[src/rtl/conv_pkg.sv]
// Shared convolver definitions: parameter defaults, window element indexing and the
// fill/stream state encoding used by the line buffer, weight register and multiplier.
package conv_pkg;

    localparam int DATA_WIDTH_DEFAULT  = 16;
    localparam int KERNEL_SIZE_DEFAULT = 5;

    typedef enum logic {
        S_FILL   = 1'b0,
        S_STREAM = 1'b1
    } state_t;

    // Flat position of window element (r,c); r=0 is the top row, c=k-1 the newest column.
    function automatic int win_idx(input int r, input int c, input int k);
        return r * k + c;
    endfunction

endpackage

[src/rtl/line_fifo.sv]
// One image row of delay: a DEPTH-deep shift register advanced only when i_en is high,
// so o_dout is the sample pushed DEPTH enables ago (same column, previous row).
module line_fifo #(
    parameter int DATA_WIDTH = 16,
    parameter int DEPTH      = 28
) (
    input  logic                         clk,
    input  logic                         i_en,
    input  logic signed [DATA_WIDTH-1:0] i_din,
    output logic signed [DATA_WIDTH-1:0] o_dout
);

    logic signed [DATA_WIDTH-1:0] r_mem [DEPTH];

    always_ff @(posedge clk) begin
        if (i_en) begin
            r_mem[0] <= i_din;
            for (int i = 1; i < DEPTH; i++) begin
                r_mem[i] <= r_mem[i-1];
            end
        end
    end

    assign o_dout = r_mem[DEPTH-1];

endmodule

[src/rtl/window_line_buffer.sv]
// Raster-order pixel stream to KERNEL_SIZE x KERNEL_SIZE sliding windows via chained line FIFOs.
// Build option WINDOW_STRIDE2_EN: emit only windows whose offset from the first position is even in both axes.
module window_line_buffer
    import conv_pkg::*;
#(
    parameter int DATA_WIDTH   = DATA_WIDTH_DEFAULT,
    parameter int KERNEL_SIZE  = KERNEL_SIZE_DEFAULT,
    parameter int IMAGE_WIDTH  = 28,
    parameter int IMAGE_HEIGHT = 28
) (
    input  logic                                       clk,
    input  logic                                       reset,
    input  logic signed [DATA_WIDTH-1:0]               pixel_in,
    input  logic                                       pixel_in_valid,
    output logic                                       pixel_in_ready,
    output logic [KERNEL_SIZE*KERNEL_SIZE*DATA_WIDTH-1:0] window_out,
    output logic                                       window_valid,
    input  logic                                       window_ready,
    output logic                                       frame_done
);

    localparam int CW = $clog2(IMAGE_WIDTH);
    localparam int RW = $clog2(IMAGE_HEIGHT);
    localparam logic KM1_ODD = 1'((KERNEL_SIZE - 1) % 2);

    state_t                       r_state;
    state_t                       w_state_nxt;
    logic [CW-1:0]                r_col;
    logic [RW-1:0]                r_row;
    logic                         r_window_valid;
    logic                         r_frame_done;
    logic                         w_accept;
    logic                         w_row_end;
    logic                         w_frame_end;
    logic                         w_pos_ok;
    logic                         w_emit;
    logic signed [DATA_WIDTH-1:0] w_tap    [KERNEL_SIZE-1];
    logic signed [DATA_WIDTH-1:0] w_newcol [KERNEL_SIZE];
    logic signed [DATA_WIDTH-1:0] r_win    [KERNEL_SIZE][KERNEL_SIZE];

    assign pixel_in_ready = !r_window_valid || window_ready;
    assign w_accept       = pixel_in_valid && pixel_in_ready;
    assign w_row_end      = (r_col == CW'(IMAGE_WIDTH - 1));
    assign w_frame_end    = w_row_end && (r_row == RW'(IMAGE_HEIGHT - 1));

`ifdef WINDOW_STRIDE2_EN
    assign w_pos_ok = (r_col >= CW'(KERNEL_SIZE - 1)) &&
                      (r_col[0] == KM1_ODD) && (r_row[0] == KM1_ODD);
`else
    assign w_pos_ok = (r_col >= CW'(KERNEL_SIZE - 1));
`endif

    assign w_emit = w_accept && (r_state == S_STREAM) && w_pos_ok;

    always_ff @(posedge clk) begin
        if (reset) begin
            r_state <= S_FILL;
        end else begin
            r_state <= w_state_nxt;
        end
    end

    always_comb begin
        w_state_nxt = r_state;
        case (r_state)
            S_FILL:   if (w_accept && w_row_end && (r_row == RW'(KERNEL_SIZE - 2))) w_state_nxt = S_STREAM;
            S_STREAM: if (w_accept && w_frame_end) w_state_nxt = S_FILL;
            default:  w_state_nxt = S_FILL;
        endcase
    end

    always_ff @(posedge clk) begin
        if (reset) begin
            r_col          <= '0;
            r_row          <= '0;
            r_window_valid <= 1'b0;
            r_frame_done   <= 1'b0;
        end else begin
            r_frame_done   <= w_accept && w_frame_end;
            r_window_valid <= w_emit || (r_window_valid && !window_ready);
            if (w_accept) begin
                if (w_row_end) begin
                    r_col <= '0;
                    r_row <= w_frame_end ? '0 : r_row + 1'b1;
                end else begin
                    r_col <= r_col + 1'b1;
                end
            end
        end
    end

    // Tap g holds the pixel g+1 rows above the incoming one.
    for (genvar g = 0; g < KERNEL_SIZE - 1; g++) begin : g_line
        if (g == 0) begin : g_first
            line_fifo #(.DATA_WIDTH(DATA_WIDTH), .DEPTH(IMAGE_WIDTH)) u_fifo (
                .clk    (clk),
                .i_en   (w_accept),
                .i_din  (pixel_in),
                .o_dout (w_tap[g])
            );
        end else begin : g_chain
            line_fifo #(.DATA_WIDTH(DATA_WIDTH), .DEPTH(IMAGE_WIDTH)) u_fifo (
                .clk    (clk),
                .i_en   (w_accept),
                .i_din  (w_tap[g-1]),
                .o_dout (w_tap[g])
            );
        end
        assign w_newcol[g] = w_tap[KERNEL_SIZE-2-g];
    end
    assign w_newcol[KERNEL_SIZE-1] = pixel_in;

    always_ff @(posedge clk) begin
        if (reset) begin
            for (int r = 0; r < KERNEL_SIZE; r++) begin
                for (int c = 0; c < KERNEL_SIZE; c++) begin
                    r_win[r][c] <= '0;
                end
            end
        end else if (w_accept) begin
            for (int r = 0; r < KERNEL_SIZE; r++) begin
                for (int c = 0; c < KERNEL_SIZE - 1; c++) begin
                    r_win[r][c] <= r_win[r][c+1];
                end
                r_win[r][KERNEL_SIZE-1] <= w_newcol[r];
            end
        end
    end

    for (genvar gr = 0; gr < KERNEL_SIZE; gr++) begin : g_row
        for (genvar gc = 0; gc < KERNEL_SIZE; gc++) begin : g_col
            localparam int IDX = win_idx(gr, gc, KERNEL_SIZE);
            assign window_out[IDX*DATA_WIDTH +: DATA_WIDTH] = r_win[gr][gc];
        end
    end

    assign window_valid = r_window_valid;
    assign frame_done   = r_frame_done;

endmodule

[config.mk]
export PLATFORM = sky130hd
export DESIGN_NAME = window_line_buffer
export DESIGN_NICKNAME = d
export VERILOG_FILES = /design/src/rtl/conv_pkg.sv /design/src/rtl/line_fifo.sv /design/src/rtl/window_line_buffer.sv
export SDC_FILE = /design/constraint.sdc
export NUM_CORES = 2
export LEC_CHECK = 0
export ABC_AREA = 0
export CAP_MARGIN = 30
export CORE_MARGIN = 4
export CORE_UTILIZATION = 45
export DETAILED_ROUTE_END_ITERATION = 16
export PLACE_DENSITY = 0.77
export SYNTH_ARGS = -nofsm -noshare
export SYNTH_HDL_FRONTEND = slang
export SYNTH_SLANG_ARGS = --single-unit
[constraint.sdc]
create_clock -name clk -period 58.2 [get_ports clk]
set_input_delay 17.46 -clock clk [delete_from_list [all_inputs] [get_ports clk]]
set_output_delay 17.46 -clock clk [all_outputs]
set_load 0.05 [all_outputs]
==> flow_summary.json <==
{
  "num_vias": 26030,
  "start_util_pct": 45.41,
  "grt_setup_unrepaired": "false",
  "ys_seq_elements": 2205,
  "worst_path_largest_cell_delay_ns": 0.94,
  "htreeDepth": 4,
  "dpl.cell_count": 5146,
  "setup.worst_path.start_class": "input pin",
  "worstSetupEndpointType": "output pin",
  "route.detailed.drc": 0,
  "cts_tree": "done",
  "place.detailed.hpwl_um": 58230,
  "grt_pass1_wl_um": 159500,
  "ys_warn_count": 0,
  "synth.area.top_cells": "edfxtp_1 (95%), and2_1 (3.6%), dfxtp_1 (0.38%)",
  "path_cells": "clkdlybuf4s50_1 -> nand2b_1 -> clkdlybuf4s50_1",
  "async_reset_ff_share_pct": 0,
  "report.final.setup_viol": 0,
  "wire_per_inst_um": 19.38,
  "cp.required_ns": 40.74,
  "synth.largest_area_cell": "edfxtp_1",
  "first_pass_iters": 5,
  "area_growth_syn_to_layout_pct": 19.22,
  "internal-power_mw": 2.585,
  "grt.met1_usage_pct": 17.66,
  "yosysSeqAreaShare_pct": 95.46,
  "yosysUniqueCellTypes": 33,
  "crit_path_frequent_cell": "clkdlybuf4s50_1",
  "ant_nets": 0,
  "tightest_slew_ns": 1.037,
  "worstPathArrival_ns": 19.29,
  "critPathKind": "input pin to output pin",
  "hold_class": "flip-flop to flip-flop",
  "status": "complete, no violations",
  "postCtsSetupBuffers": 0,
  "peakVddDrop_uv": 28.09,
  "grt_pass1_vias": 26079,
  "final_cells": 5511,
  "slew_headroom_pct": 30.90,
  "post_cts_resized": 0,
  "nNetsFinal": 3344,
  "wl_um": 106800,
  "reg2reg_depth": 9,
  "gr-usage-met2_pct": 19.05,
  "ys.flop_type": "edfxtp_1",
  "numCtsBuffers": 197,
  "design.core.area_um2": 152400,
  "final_cell_mix": "edfxtp_1 (2192), clkdlybuf4s50_1 (422), and2_1 (401), clkbuf_16 (201), clkinv_1 (42)",
  "p_switching_uw": 692.2,
  "gp_congestion": 0.8242,
  "path_buf_inv": 2,
  "drt_iter0_markers": 2281,
  "cts-root-buf": "clkbuf_16",
  "yosysTopAreaCellShare_pct": 95.09,
  "path_depth": 3,
  "cp_slowest_cell": "clkdlybuf4s50_1",
  "leakage_nw": 28.22,
  "die_h_um": 400.2,
  "finalCritPeriodShare_pct": 63.14,
  "routed_via_density": 4.723,
  "synth-edff-count": 2192,
  "grt_use_met3_pct": 4.789,
  "clock_tree.buffer_depth": 3,
  "switching_share_pct": 21.12,
  "maxCapViolCount": 0,
  "syn_area_per_cell_um2": 25.53,
  "combPwrFrac_pct": 4.5,
  "fp.dieArea_um2": 160200,
  "cp_top_family": "buffers and inverters",
  "p_per_area_nw_per_um2": 39.71,
  "top_usage_layer": "met2",
  "grt_antenna_before_repair": 12,
  "portBuffers": 422,
  "grt_overflow": 0,
  "grt_max_degree": 207,
  "cts_sinks": 2205,
  "path_clk_slew_ns": 0.06,
  "row_count": 143,
  "power_frac_clock_pct": 38.1,
  "hold-path-cell-count": 0,
  "hold_viol": 0,
  "fin_crit_ns": 36.75,
  "fp.dieW_um": 400.2,
  "syn_area_um2": 69230,
  "ctsHoldBuffers": 0,
  "final_common_cell": "edfxtp_1",
  "timing.fmax_mhz": 27.21,
  "syn-num-nets": 2734,
  "fin_util_pct": 54.14,
  "finalMaxSlewViolations": 0,
  "fin_skew_ns": 0.05811,
  "fin_setup_tns_ns": 0,
  "synth_cells": 2711,
  "clock_latency_ns": 0.80,
  "ios": 423,
  "p_seq_share_pct": 57.4,
  "grt_usage_pct": 12.98,
  "drive_gt1_share_pct": 9.112,
  "cp_max_fo": 7
}
## registers in the layout (all words and copies together), names as in the netlist
| signal | cells |
|---|---|
| g_line.g_first.u_fifo.r_mem | 448 |
| window_valid | 1 |
| r_win | 400 |
| r_col | 5 |
| g_line.g_chain.u_fifo.r_mem | 1344 |
| r_row | 5 |
| frame_done | 1 |
| r_state | 1 |
## power groups by stage
stage	combinational [mW]	clock (mW)	sequential, mW
3_5_place_dp	0.147	0	1.91
2_1_floorplan	0.0297	0	2.06
3_3_place_gp	0.144	0	1.91
5_1_grt	0.154	1.36	1.89
4_1_cts	0.147	1.29	1.88
6_report	0.147	1.25	1.88
## final timing paths
| check | start | to | slack (ns) |
|---|---|---|---|
| worst min-delay path | g_line[1].g_chain.u_fifo.r_mem[3][3] | g_line[1].g_chain.u_fifo.r_mem[4][3] | 0.37 |
| worst min register to register | g_line[1].g_chain.u_fifo.r_mem[3][3] | g_line[1].g_chain.u_fifo.r_mem[4][3] | 0.37 |
| worst max register to register | window_valid | g_line[0].g_first.u_fifo.r_mem[1][121] | 51.98 |
| worst max-delay path | window_ready | pixel_in_ready | 21.45 |
## cell usage after synthesis, types with 2 or more instances
cell,count
a21oi_1,7
nand3_1,5
nand4b_1,3
inv_1,4
or3_1,2
clkbuf_2,41
mux2i_1,3
and2_1,401
buf_4,4
nand2_1,7
nand4_1,2
nor2_1,3
ha_1,3
dfxtp_1,13
edfxtp_1,2192
nand2b_1,2
nor2b_1,3
## logic make-up after synthesis
family,count (synthesis),synth area share [%]
flip-flops,2205,95.46
adder cells (fa/ha/maj),3,0.05423
buffers and inverters,51,0.3832
AO/OA/AOI/OAI,15,0.1536
AND/OR/NAND/NOR,434,3.904
multiplexers,3,0.04338
## layout make-up
| cell class | instances | area, µm² |
|---|---|---|
| fillers | 11074 | 69910 |
| repair buffers | 458 | 4732 |
| well taps | 2030 | 2540 |
| multi-input cells | 455 | 2889 |
| clock buffers | 247 | 5253 |
| inverters | 4 | 22.52 |
| clock inverters | 110 | 1006 |
| diodes | 2 | 5.005 |
| flip-flops and latches | 2205 | 66080 |
## layer usage
layer / up-vias / share of wire [%]
met5: - / 0
met4: 0 / 3.5
met2: 847 / 45
met1: 13197 / 43
met3: 193 / 8.7
li1: 11793 / -
## through the flow
stage          setup WS (ns)  area (µm²)  power [mW]  hold WS, ns
2_1_floorplan          2.427       69230       2.093       0.4003
3_3_place_gp           21.43       75990       2.055       0.4000
3_5_place_dp           21.44       76100       2.062       0.4045
4_1_cts                21.43       82360       3.317       0.3777
5_1_grt                21.38       82530       3.405       0.3891
6_report               21.45       82530       3.277       0.3749
(Power assumes the default switching activity.)
